`config.mk`:
```
export PLATFORM = sky130hd
export DESIGN_NAME = fpu_host_sequencer
export DESIGN_NICKNAME = d
export VERILOG_FILES = /design/src/rtl/fpu_host_sequencer.sv
export SDC_FILE = /design/constraint.sdc
export NUM_CORES = 1
export LEC_CHECK = 0
export CAP_MARGIN = 0
export CORE_MARGIN = 2
export CORE_UTILIZATION = 56
export DETAILED_ROUTE_END_ITERATION = 12
export PLACE_DENSITY = 0.85
export SLEW_MARGIN = 5
export SYNTH_ARGS = -nofsm -noshare
export SYNTH_HDL_FRONTEND = slang
export SYNTH_SLANG_ARGS = --single-unit
```
`constraint.sdc`:
```
create_clock -name clk_i -period 4.9 [get_ports clk_i]
set_input_delay 0.735 -clock clk_i [delete_from_list [all_inputs] [get_ports clk_i]]
set_output_delay 0.735 -clock clk_i [all_outputs]
set_load 0.02 [all_outputs]
```
`src/rtl/fpu_host_sequencer.sv`:
```
// Drives the FPU register window: byte-wide operand/opcode writes, wait for cmd_end, 4-byte result read, end_ack.
// Bus strobes are registered; result is published from a shadow register only when a transaction succeeds.
`timescale 1ns/1ps
module fpu_host_sequencer #(
  parameter int unsigned STROBE_CYC  = 2,
  parameter logic [5:0]  RESULT_BASE = 6'h09,
  parameter int unsigned TIMEOUT_CYC = 1024
) (
  input  logic        clk_i,
  input  logic        arst_i,
  input  logic        req_i,
  input  logic [3:0]  op_i,
  input  logic [31:0] opa_i,
  input  logic [31:0] opb_i,
  output logic        ready_o,
  output logic        done_o,
  output logic        err_o,
  output logic [31:0] result_o,
  output logic [5:0]  addr_o,
  output logic [7:0]  bus_dout_o,
  input  logic [7:0]  bus_din_i,
  output logic        cs_o,
  output logic        rd_o,
  output logic        wr_o,
  output logic        end_ack_o,
  input  logic        cmd_end_i,
  input  logic        fpu_busy_i
);

  localparam int SCW = (STROBE_CYC > 1) ? $clog2(STROBE_CYC) : 1;
  localparam int TCW = (TIMEOUT_CYC > 1) ? $clog2(TIMEOUT_CYC) : 1;
  localparam logic [SCW-1:0] STRB_LAST = SCW'(STROBE_CYC - 1);
  localparam logic [TCW-1:0] TMO_LAST  = TCW'(TIMEOUT_CYC - 1);

  localparam logic [3:0] S_IDLE      = 4'd0;
  localparam logic [3:0] S_WR_SETUP  = 4'd1;
  localparam logic [3:0] S_WR_STROBE = 4'd2;
  localparam logic [3:0] S_WR_HOLD   = 4'd3;
  localparam logic [3:0] S_WAIT_END  = 4'd4;
  localparam logic [3:0] S_RD_SETUP  = 4'd5;
  localparam logic [3:0] S_RD_STROBE = 4'd6;
  localparam logic [3:0] S_RD_HOLD   = 4'd7;
  localparam logic [3:0] S_ACK       = 4'd8;
  localparam logic [3:0] S_ACK_WAIT  = 4'd9;
  localparam logic [3:0] S_DONE      = 4'd10;

  logic [3:0]     state_q, state_d;
  logic [3:0]     idx_q, idx_d;
  logic [SCW-1:0] strb_q, strb_d;
  logic [TCW-1:0] tmo_q, tmo_d;
  logic [3:0]     op_q, op_d;
  logic [31:0]    opa_q, opa_d;
  logic [31:0]    opb_q, opb_d;
  logic [31:0]    shadow_q, shadow_d;
  logic [31:0]    result_q, result_d;
  logic           err_q, err_d;
  logic           done_q, done_d;
  logic [5:0]     addr_q, addr_d;
  logic [7:0]     dout_q, dout_d;
  logic           cs_q, cs_d;
  logic           rd_q, rd_d;
  logic           wr_q, wr_d;
  logic           ack_q, ack_d;
  logic [7:0]     wr_byte;

  always_comb begin
    state_d  = state_q;
    idx_d    = idx_q;
    strb_d   = strb_q;
    tmo_d    = tmo_q;
    op_d     = op_q;
    opa_d    = opa_q;
    opb_d    = opb_q;
    shadow_d = shadow_q;
    result_d = result_q;
    err_d    = err_q;
    addr_d   = addr_q;
    dout_d   = dout_q;
    wr_byte  = 8'h00;

    case (state_q)
      S_IDLE: begin
        if (req_i && !fpu_busy_i) begin
          op_d    = op_i;
          opa_d   = opa_i;
          opb_d   = opb_i;
          idx_d   = 4'd0;
          state_d = S_WR_SETUP;
        end
      end
      S_WR_SETUP: begin
        strb_d  = '0;
        state_d = S_WR_STROBE;
      end
      S_WR_STROBE: begin
        if (strb_q == STRB_LAST) state_d = S_WR_HOLD;
        else                     strb_d  = strb_q + 1'b1;
      end
      S_WR_HOLD: begin
        if (idx_q == 4'd8) begin
          tmo_d   = '0;
          state_d = S_WAIT_END;
        end else begin
          idx_d   = idx_q + 4'd1;
          state_d = S_WR_SETUP;
        end
      end
      S_WAIT_END: begin
        // cmd_end wins over an expiring counter in the same cycle
        if (cmd_end_i) begin
          idx_d   = 4'd0;
          state_d = S_RD_SETUP;
        end else if (tmo_q == TMO_LAST) begin
          err_d   = 1'b1;
          state_d = S_DONE;
        end else begin
          tmo_d = tmo_q + 1'b1;
        end
      end
      S_RD_SETUP: begin
        strb_d  = '0;
        state_d = S_RD_STROBE;
      end
      S_RD_STROBE: begin
        if (strb_q == STRB_LAST) begin
          shadow_d[{idx_q[1:0], 3'b000} +: 8] = bus_din_i;
          state_d = S_RD_HOLD;
        end else begin
          strb_d = strb_q + 1'b1;
        end
      end
      S_RD_HOLD: begin
        if (idx_q == 4'd3) begin
          state_d = S_ACK;
        end else begin
          idx_d   = idx_q + 4'd1;
          state_d = S_RD_SETUP;
        end
      end
      S_ACK: begin
        tmo_d   = '0;
        state_d = S_ACK_WAIT;
      end
      S_ACK_WAIT: begin
        if (!cmd_end_i) begin
          err_d    = 1'b0;
          result_d = shadow_q;
          state_d  = S_DONE;
        end else if (tmo_q == TMO_LAST) begin
          err_d   = 1'b1;
          state_d = S_DONE;
        end else begin
          tmo_d = tmo_q + 1'b1;
        end
      end
      S_DONE:  state_d = S_IDLE;
      default: state_d = S_IDLE;
    endcase

    // Outputs are decoded from the next state so the pins change with the state register
    if (idx_d < 4'd4)      wr_byte = opa_d[{idx_d[1:0], 3'b000} +: 8];
    else if (idx_d < 4'd8) wr_byte = opb_d[{idx_d[1:0], 3'b000} +: 8];
    else                   wr_byte = {4'h0, op_d};

    if (state_d == S_WR_SETUP) begin
      addr_d = {2'b00, idx_d};
      dout_d = wr_byte;
    end
    if (state_d == S_RD_SETUP) addr_d = RESULT_BASE + {2'b00, idx_d};

    cs_d   = !((state_d == S_WR_SETUP) || (state_d == S_WR_STROBE) ||
               (state_d == S_RD_SETUP) || (state_d == S_RD_STROBE));
    wr_d   = (state_d != S_WR_STROBE);
    rd_d   = (state_d != S_RD_STROBE);
    ack_d  = (state_d == S_ACK);
    done_d = (state_d == S_DONE);
  end

  always_ff @(posedge clk_i) begin
    if (arst_i) begin
      state_q  <= S_IDLE;
      idx_q    <= 4'd0;
      strb_q   <= '0;
      tmo_q    <= '0;
      op_q     <= 4'h0;
      opa_q    <= 32'h0;
      opb_q    <= 32'h0;
      shadow_q <= 32'h0;
      result_q <= 32'h0;
      err_q    <= 1'b0;
      done_q   <= 1'b0;
      addr_q   <= 6'h00;
      dout_q   <= 8'h00;
      cs_q     <= 1'b1;
      rd_q     <= 1'b1;
      wr_q     <= 1'b1;
      ack_q    <= 1'b0;
    end else begin
      state_q  <= state_d;
      idx_q    <= idx_d;
      strb_q   <= strb_d;
      tmo_q    <= tmo_d;
      op_q     <= op_d;
      opa_q    <= opa_d;
      opb_q    <= opb_d;
      shadow_q <= shadow_d;
      result_q <= result_d;
      err_q    <= err_d;
      done_q   <= done_d;
      addr_q   <= addr_d;
      dout_q   <= dout_d;
      cs_q     <= cs_d;
      rd_q     <= rd_d;
      wr_q     <= wr_d;
      ack_q    <= ack_d;
    end
  end

  assign ready_o    = (state_q == S_IDLE) && !fpu_busy_i;
  assign done_o     = done_q;
  assign err_o      = err_q;
  assign result_o   = result_q;
  assign addr_o     = addr_q;
  assign bus_dout_o = dout_q;
  assign cs_o       = cs_q;
  assign rd_o       = rd_q;
  assign wr_o       = wr_q;
  assign end_ack_o  = ack_q;

endmodule
```
==> After elaboration in Yosys (flattened, before gate mapping) <==
Cells that the tools add are included.
W data, S select, Z words.
{ "classes": {"n_addsub": 5, "n_lt_le_gt_ge": 2, "eq_ne": 23, "shifts": 4, "n_mux": 36, "n_bitwise": 1, "reduce_logical": 18} }
{ "ops": {"columns": ["op", "count"], "rows": [
  ["$mux W32", 4],
  ["$shiftx A32 B6 Y8", 2],
  ["$mux W4", 13],
  ["$mux W10", 4],
  ["$pmux W10 S4", 1],
  ["$pmux W4 S10", 1],
  ["$bwmux W32", 1],
  ["$shift A8 B7 Y32 const A", 1],
  ["$shiftx A8 B7 Y32", 1],
  ["$eq A4 B3 Y1 const B", 6],
  ["$eq A4 B4 Y1 const B", 5],
  ["$eq A4 B2 Y1 const B", 4],
  ["$mux W8", 2],
  ["$pmux W4 S4", 1],
  ["$mux W6", 2],
  ["$add A10 B1 Y10 const B", 1],
  ["$eq A10 B10 Y1 const B", 1],
  ["$eq A4 B1 Y1 const B", 2],
  ["$neg A5 Y7", 1],
  ["$ne A2 B2 Y1 const B", 3],
  ["$reduce_and A2 Y1", 3],
  ["$reduce_bool A2 Y1", 3],
  ["$add A4 B4 Y5 const A", 1],
  ["$add A4 B1 Y4 const B", 1],
  ["16 further kinds", 25]
]} }
{ "word_totals": {"reg_bits": 171, "in_bits": 81, "out_inout_bits": 53, "word_cells": 106} }

==> Depth between registers and ports, before layout <==
Gate-level depths: netlist of the first run.
{ "depth": {"word_depth": 9, "depth_mapped": 13, "ltp_nobuf": 11} }

==> Least setup slack after synthesis of the first run <==
Ideal clock, no wire load.
{ "synth_timing": {"kind": "reg-to-reg", "start": "register idx_q[0]", "end": "register addr_q[1], in the netlist addr_o[1]", "setup_ns": 0.132, "arrival_ns": 2.584, "path_slack_ns": 2.184, "path_stages_with_launch": 13, "n_path_buf": 3, "period_less_slack_ns": 2.716, "cell_sequence": "dfxtp_1 inv_1 ha_1 nor4bb_1 or3_1 buf_2 a31oi_1 buf_4 buf_4 inv_1 ha_1 a22oi_1 a21oi_1"} }
{ "synth_via": {"elab_chain_cells": 5} }
{ "synth_lines": {"columns": ["element", "line_no", "text"], "rows": [
  ["from (decl)", "48", "logic [3:0] idx_q, idx_d;"],
  ["from (signal assigned)", "200", "idx_q <= idx_d;"],
  ["$add A4 B1 Y4 (tied with other cells)", "104, 136", null],
  ["$mux W4 (on tied branches)", "133, 100", null],
  ["$pmux W4 S4 (*)", "81", "case (state_q)"],
  ["net idx_d[1]", "48", null],
  ["$add A4 B4 Y5 / $mux W6 (equally long branches)", "169, 165", null],
  ["$mux W6 (*)", "169", "if (state_d == S_RD_SETUP) addr_d = RESULT_BASE + {2'b00, idx_d};"],
  ["to (signal assigned)", "210", "addr_q <= addr_d;"],
  ["to (decl)", "58", "logic [5:0] addr_q, addr_d;"]
]} }
Mark *: on every way through the listed nets, which the timed path passes. The rest lies on a longest branch. The select of a mux whose other input is x is not followed.
A chain may end at the register's enable or synchronous reset.

==> Final worst setup path of the first run <==
{ "layout_timing": {"start": "register idx_q[0]", "end": "register dout_q[5], in the netlist bus_dout_o[5]"} }
{ "layout_via": {"elab_chain_cells": 6} }
{ "layout_lines": {"columns": ["element", "line_no", "text"], "rows": [
  ["$add A4 B1 Y4 (tied with other cells)", "104, 136", null],
  ["$mux W4 (on tied branches)", "133, 100", null],
  ["$pmux W4 S4", "81", null],
  ["$shiftx A32 B6 Y8 / $lt A4 B4 Y1 (equally long branches)", "162", "else if (idx_d < 4'd8) wr_byte = opb_d[{idx_d[1:0], 3'b000} +: 8];"],
  ["$mux W8", "162", null],
  ["$mux W8", "161", "if (idx_d < 4'd4) wr_byte = opa_d[{idx_d[1:0], 3'b000} +: 8];"],
  ["to (signal assigned)", "211", "dout_q <= dout_d;"],
  ["to (decl)", "59", "logic [7:0] dout_q, dout_d;"]
]} }
Parallel ways exist; a longest one is shown, timed or not.

==> results.cfg, run 1 <==
[outcome]
status = finished, final reports clean

[floorplan]
start_util = 0.5750
num_rows = 41
ioPinCount = 134
die_x_um = 118.1
core_area_mm2 = 0.01267
fp.dieArea_mm2 = 0.01394
dieHeight_um = 118.1

[power_and_ir_drop]
internal_power_mw = 2.327
swShare = 0.2273
combPwrFrac = 0.094
ir_drop_uv = 220.7
pwr-share-seq = 0.479
p_leak_nw = 3.810
power.switching_mw = 0.6846
p_per_area_mw_per_mm2 = 326.9
clkPwrFrac = 0.428

[synthesis]
syn_avg_cell_area_um2 = 8.842
ys_seq_area_frac = 0.4671
synth.cell_area_mm2 = 0.007286
synth_edf_count = 0
synth_most_common_cell = dfxtp_1
synth_area_leader_cell = dfxtp_1
syn_inst = 824
synth_common_cells = 170 x dfxtp_1, 120 x nand2_1, 101 x mux2i_1, 95 x nor2_1, 81 x a21oi_1
synth_seq_cells = 170
ys_types = 66
synth_nets = 912
synth.top_cell.area_share = 0.4671
ys_top_cells_by_area = dfxtp_1 47%, mux2i_1 14%, nand2_1 6.2%
ys_async_sr_fraction = 0
ys.flop_type = dfxtp_1
yosys_warnings = 0

[drt]
ant_nets = 0
wl_um = 17190
first_pass_iters = 5
drc = 0
via_count = 6192
drtIter0Drc = 527
wl_per_cell_um = 15.50
vias_per_cell = 5.583

[worst_setup_path]
worstSetupPathType = register to register
start_kind = register
max_stage_delay_ps = 890
path_cells = inv_1, ha_1, nor4bb_1, or3_1, a31oi_4, buf_4, mux2i_1, a22oi_1, a311oi_1
critical_path_buf_inv_count = 2
end_kind = register
arrival_ps = 3950
cp_slowest_cell = a31oi_4
cp_data_required_time_ps = 5230
critPathMaxFanout = 24
cp_top_family = compound AO/OA/AOI/OAI gates

[cells_and_area]
layout.cells.non_filler = 1109
antenna_cells = 0
nFillCells = 953
multi_input_area_mm2 = 0.003622
register_area_mm2 = 0.003403
syn_to_final_growth_pct = 26.43
nets = 1015
final_area_mm2 = 0.009211
drive_gt1_frac = 0.05656

[timing]
max_freq_ghz = 0.2765
fin_tns_setup_ps = 0
fin_skew_ps = 6.449
slew_viol_final = 0
final-setup-viol-count = 0
hold_slack_ps = 450.4
rsz0062_at_grt = false
tightest_slew_ps = 1105
min_period_ps = 3617
relSlewSlack = 0.2633
hold_viol = 0
timing.final.crit_share = 0.7382

[place]
dp_hpwl_um = 11900
globalplace.congestion = 0.8643
portBuffers = 132
place_area_mm2 = 0.008653
place_inst = 1080

[global_route]
antenna_found_initial = 0
grt_max_degree = 114
grt_pass1_vias = 5847
track_usage = 0.2512
grt_pass1_wl_um = 28300
overflow = 0

[clock_network]
clkTransAtPathRegs_ps = 60
clock_latency_ps = 420
cts_setup_buffers = 0
cts_buffers = 17
htree_levels = 4
clk_path_buf_depth = 2
cts_hold_buffers = 0
cts_tree = built
cts_root_buf = clkbuf_16
cts.sinks = 170
cts_resized = 0

[flow_run]
max_cap_violations = 0

[min_path]
hp-class = register to register
==> per-layer routing <==
metal  up-vias  GRT usage  wire, um
met4         0    0.07455       250
met2       202     0.4274      8453
met3        24    0.06831      1083
met1      2921     0.3101      7399
met5         -          0         0
li1       3045          -         -
==> layout make-up <==
cell class                 count  share of cell area
multi-input combinational    587              0.3932
sequential                   170              0.3695
timing repair buffer         138              0.1481
clock buffer                  21             0.04999
tap                          172             0.02336
clock inverter                 8             0.01059
inverter                      13            0.005297
==> path summary, 6_finish.rpt <==
path,endpoint,from,depth (start not counted),slack [ps]
min reg2reg,shadow_q[6],shadow_q[6],2,450
max reg2reg,bus_dout_o[5],idx_q[0],9,1280
max,bus_dout_o[5],idx_q[0],9,1280
min,shadow_q[6],shadow_q[6],2,450
==> flip-flops by register name (all words and copies together), names as in the netlist, 4 cells and up <==
name and count:
tmo_q 10, addr_o 5, opa_q 32, bus_dout_o 8, opb_q 32, op_q 4
idx_q 4, state_q 4, shadow_q 32, result_o 32
==> cells in the final DEF, fill, tap and decap left out, types with 3 or more instances in the layout <==
cell type	Yosys	layout
o31ai_1	4	4
nand4_1	4	4
a21oi_1	81	81
dfxtp_1	170	170
and2_1	10	10
nand2_1	120	120
clkinvlp_4	0	3
nor3_1	7	7
nand3_1	41	40
a311oi_1	4	4
nor2_1	95	94
clkinv_2	0	3
nor3b_1	5	5
nor4_1	3	3
nand2b_1	3	3
ha_1	7	7
xnor2_1	3	3
mux2i_1	101	101
clkdlybuf4s50_1	0	131
a22oi_1	13	13
a31oi_1	7	6
or2_2	3	3
xor2_1	4	4
inv_1	13	13
nand3b_1	4	4
o21bai_1	5	5
buf_4	3	7
o21ai_0	9	9
clkbuf_16	0	17
nor2b_1	7	7
==> through the flow <==
stage / setup slack (ps) / power (mW) / utilization
3_5_place_dp: 1086 / 1.750 / 0.6829
5_1_grt: 1047 / 3.108 / 0.7270
3_3_place_gp: 1163 / 1.745 / 0.6829
2_1_floorplan: 2184 / 1.626 / -
4_1_cts: 1298 / 3.025 / 0.7270
6_report: 1283 / 3.011 / 0.7270
==> power groups by stage <==
| stage | Clock, mW | Combinational, mW | Sequential, mW |
|---|---|---|---|
| finish | 1.29 | 0.282 | 1.44 |
| floorplan | 0 | 0.153 | 1.47 |
| global placement | 0 | 0.276 | 1.47 |
| global route | 1.36 | 0.305 | 1.44 |
| CTS | 1.30 | 0.282 | 1.44 |
| detailed placement | 0 | 0.279 | 1.47 |
==> worst reg2reg max path: cells and delay by family (launching register included) <==
family                     cells  cell delay (ps)
buffers and inverters          2              530
muxes                          1              200
AOI/OAI and AO/OA              3             1260
DFF                            1              540
adders and majority gates      1              330
and+or+nand+nor                2              660
==> logic make-up (layout without fill, tap and decap cells) <==
group,count (synthesis),in the layout,share of synthesized area
AND/OR/NAND/NOR,322,322,0.2020
flip-flops,170,170,0.4671
AO/OA/AOI/OAI,148,148,0.1298
multiplexers,102,102,0.1403
buffers and inverters,67,180,0.03984
adder cells (fa/ha/maj),7,7,0.01202
XOR/XNOR,7,7,0.008415
other,1,1,0.0005147
(Power assumes the default switching activity.)
==> run 2, diff against run 1 <==
Settings changed: CORE_UTILIZATION 56 to 47, PLACE_DENSITY 0.85 to 0.76.
Clock period 4.9 ns to 2.92 ns, I/O delays scaled along.
==> run 2 against run 1 <==
Critical path type unchanged; first-iteration DRC count fell by 43%; count of clock-buffer cells in the layout fell by 2; core utilization fell by 10 points; clock power rose by 82%; combinational power rose by 74%; sequential power rose by 67%; via count fell by 0.21%; wire length rose by 0.81%.
==> results.cfg, run 2 (synthesis results as in run 1) <==
[drt]
wl_um = 17320
ant_nets = 0
drtIter0Drc = 299
vias_per_cell = 5.382
via_count = 6179
first_pass_iters = 7
wl_per_cell_um = 15.09
drc = 0

[cells_and_area]
layout.cells.non_filler = 1148
syn_to_final_growth_pct = 29.92
final_common_cell = dfxtp_1
final_cell_mix = 170 x dfxtp_1, 131 x clkdlybuf4s50_1, 120 x nand2_1, 101 x mux2i_1, 94 x nor2_1
drive_gt1_frac = 0.08125
final_area_mm2 = 0.009465
antenna_cells = 0
nets = 1035

[clock_network]
clock_latency_ps = 430
cts.sinks = 170
htree_levels = 4
cts_root_buf = clkbuf_16
cts_resized = 0
cts_hold_buffers = 0
clkTransAtPathRegs_ps = 70
cts_buffers = 17
cts_tree = built
clk_path_buf_depth = 2
cts_setup_buffers = 0

[min_path]
holdPathEnd = shadow_q[13]
hold_depth = 2
hold_start = shadow_q[13]
hp-class = register to register

[worst_setup_path]
worstSetupPathType = register to register
end_kind = register
critPathMaxFanout = 13
cp_slowest_cell = or3_1
start_kind = register
path_cells = inv_1, ha_1, nor4bb_1, or3_1, a31oi_4, buf_4, mux2i_1, a21oi_1, a31oi_1
critical_path_buf_inv_count = 2
max_stage_delay_ps = 480
arrival_ps = 2980
r2r-end = bus_dout_o[1]
cp_top_family = simple AND/OR/NAND/NOR gates
cp_data_required_time_ps = 3270
r2r.worst_path.cells = 9
ff2ff_setup_slack_ps = 290
r2r-start = idx_q[0]

[timing]
setup_ws_ps = 291.9
min_period_ps = 2628
hold_viol = 0
rsz0062_at_grt = false
max_freq_ghz = 0.3805
timing.final.crit_share = 0.9000
fin_tns_setup_ps = 0
fin_skew_ps = 9.565
final-setup-viol-count = 0
slew_viol_final = 0
tightest_slew_ps = 869.1
relSlewSlack = 0.4206

[floorplan]
dieHeight_um = 128.5
fp.dieArea_mm2 = 0.01651
die_x_um = 128.5
core_area_mm2 = 0.01520
num_rows = 45
ioPinCount = 134
start_util = 0.4793

[place]
globalplace.congestion = 0.8392
dp_slack_ps = 55.20
place_area_mm2 = 0.008848
place_inst = 1116
dp_hpwl_um = 12190
portBuffers = 132

[global_route]
grt_pass1_wl_um = 28520
overflow = 0
antenna_found_initial = 0
grt_pass1_vias = 5833
track_usage = 0.2153
grt_max_degree = 86

[power_and_ir_drop]
p_per_area_mw_per_mm2 = 554.8
p_leak_nw = 3.956
ir_drop_uv = 390.2

[outcome]
status = finished, final reports clean

[flow_run]
max_cap_violations = 0
-- run 2: worst min-delay path, cell delays in order, from the launching register on --
cell and delay [ps]:
dfxtp_1 310, nand2_1 50, a21oi_1 50
-- run 2: worst max path at each step --
stage	end	depth (start not counted)	start	slack, ps
after detailed placement	bus_dout_o[4]	7	cmd_end_i	60
after floorplan	addr_o[1]	12	idx_q[0]	200
after CTS	bus_dout_o[1]	9	idx_q[0]	270
final	bus_dout_o[1]	9	idx_q[0]	290
after global placement	bus_dout_o[4]	7	cmd_end_i	80
after global routing	bus_dout_o[1]	9	idx_q[0]	60
-- run 2: layout make-up --
| class | count | area (um2) |
|---|---|---|
| sequential | 170 | 3403 |
| multi-input combinational | 587 | 3622 |
| clock buffer | 19 | 452.9 |
| tap | 188 | 235.2 |
| clock inverter | 13 | 163.9 |
| timing repair buffer | 158 | 1539 |
| inverter | 13 | 48.80 |
| fill | 1303 | 5737 |
-- run 2: layer usage --
layer | part of all wire | routed length, um | vias up | track usage
li1 | - | - | 3096 | -
met3 | 0.049 | 850 | 19 | 0.04449
met2 | 0.48 | 8243 | 165 | 0.3495
met4 | 0.016 | 276 | 0 | 0.07801
met1 | 0.46 | 7954 | 2899 | 0.2857
met5 | 0 | 0 | - | 0
-- run 2: power breakdown --
group          total [mW]  leakage, nW  internal (mW)  switching [mW]
sequential           2.41         1.38           2.39          0.0258
combinational       0.490         2.28          0.241           0.248
clock                2.35        0.301           1.40           0.950
total                5.25         3.96           4.03            1.22
-- run 2: metrics by stage --
step / total power, mW / utilization / hold WS (ps)
5_1_grt: 5.432 / 0.6226 / 467.6
2_1_floorplan: 2.728 / - / 432.1
4_1_cts: 5.284 / 0.6226 / 452.5
6_report: 5.252 / 0.6226 / 452.5
3_3_place_gp: 2.946 / 0.5821 / 438.3
3_5_place_dp: 2.951 / 0.5821 / 444.6
==> run 3, diff against run 2 <==
Settings changed: CORE_ASPECT_RATIO from default to 0.8.
==> run 3 against run 2 <==
Sequential power about the same; global-route usage increased by 1.0 points; clock skew is 3.8 ps higher; critical endpoint is now bus_dout_o[5]; die area hardly changed; count of clock-buffer cells in the layout is the same; total power fell by 3.8%; flip-flop and latch count unchanged; register-to-register slack improved by 40 ps; core utilization is 0.86 points higher; highest routed layer unchanged; setup slack better by 39 ps; clock power shrank 8.9%; first-iteration DRC count is 62% higher.
==> results.cfg, run 3 (synthesis results as in run 1) <==
[outcome]
status = finished, final reports clean

[clock_network]
htree_levels = 4
cts_resized = 0
cts.sinks = 170
cts_buffers = 17
clock_latency_ps = 430
cts_root_buf = clkbuf_16
cts_setup_buffers = 0
clkTransAtPathRegs_ps = 70
cts_tree = built
clk_path_buf_depth = 2
cts_hold_buffers = 0

[timing]
hold_slack_ps = 453.8
fin_tns_setup_ps = 0
min_period_ps = 2589
rsz0062_at_grt = false
relSlewSlack = 0.4040
hold_viol = 0
fin_skew_ps = 13.39
setup_ws_ps = 330.7
tightest_slew_ps = 887.2
timing.final.crit_share = 0.8868
slew_viol_final = 0
final-setup-viol-count = 0
max_freq_ghz = 0.3862

[power_and_ir_drop]
p_per_area_mw_per_mm2 = 531.0
p_leak_nw = 3.963
ir_drop_uv = 354.4

[cells_and_area]
final_cell_mix = 170 x dfxtp_1, 131 x clkdlybuf4s50_1, 120 x nand2_1, 101 x mux2i_1, 94 x nor2_1
syn_to_final_growth_pct = 30.52
nets = 1038
drive_gt1_frac = 0.08619
final_common_cell = dfxtp_1
antenna_cells = 0

[floorplan]
ioPinCount = 134
fp.dieArea_mm2 = 0.01652
num_rows = 40
start_util = 0.4836
core_area_mm2 = 0.01506
dieHeight_um = 115.4
die_x_um = 143.2

[drt]
ant_nets = 0
drtIter0Drc = 485
via_count = 6245
vias_per_cell = 5.324
wl_per_cell_um = 15.44
drc = 0
first_pass_iters = 4
wl_um = 18110

[min_path]
hp-class = register to register

[place]
portBuffers = 132
globalplace.congestion = 0.8553
dp_slack_ps = 5.357
dp_hpwl_um = 12660

[worst_setup_path]
critPathMaxFanout = 17
cp_data_required_time_ps = 3260
end_kind = register
arrival_ps = 2930
start_kind = register
worstSetupPathType = register to register

[global_route]
grt_pass1_vias = 6091
track_usage = 0.2255
grt_max_degree = 71
overflow = 0
grt_pass1_wl_um = 29590
antenna_found_initial = 1

[flow_run]
max_cap_violations = 0
run 3: changes by cell type in the layout (fill, tap and decap cells not counted), sizes merged:
cell / delta
buf: +3
bufinv: -2
clkinv: +3
inv: -1
run 3: layout make-up:
cell class              count  area [um2]
clock inverters            13       117.6
multi-input cells         587        3635
fillers                  1256        5555
well taps                 210       262.8
clock buffers              19       442.9
repair buffers            161        1599
flip-flops and latches    170        3403
inverters                  13       48.80
run 3: critical path, stage by stage, from the launching register on:
cell and delay (ps):
dfxtp_1 450, inv_1 90, ha_1 290, nor4bb_1 180, or3_4 410, a31oi_4 290, buf_12 210, mux2i_1 220
a22oi_1 110, a311oi_1 260
run 3: path summary, 6_finish.rpt:
| check | startpoint | to | slack [ps] | cells past startpoint |
|---|---|---|---|---|
| min | shadow_q[25] | shadow_q[25] | 450 | 2 |
| max reg2reg | idx_q[0] | bus_dout_o[5] | 330 | 9 |
| min reg2reg | shadow_q[25] | shadow_q[25] | 450 | 2 |
| max | idx_q[0] | bus_dout_o[5] | 330 | 9 |
run 3: power breakdown:
part	total, mW	internal (mW)	switching, mW
clock network	2.14	1.20	0.941
logic	0.497	0.247	0.250
registers	2.41	2.39	0.0244
run 3: through the flow:
stage	instances	power [mW]	instance area [um2]	utilization
after floorplan	824	2.728	7286	-
after global placement	1141	2.949	8936	0.5932
after detailed placement	1141	2.953	8936	0.5932
after CTS	1173	5.079	9497	0.6304
after global routing	1173	5.209	9509	0.6312
final	1173	5.050	9509	0.6312
run 3: per-layer routing:
layer | GRT usage | vias up | routed length, um
met5 | 0 | - | 0
met4 | 0.07591 | 0 | 269
met3 | 0.05248 | 21 | 1106
met2 | 0.3435 | 162 | 7990
met1 | 0.3163 | 2951 | 8742
li1 | - | 3111 | -
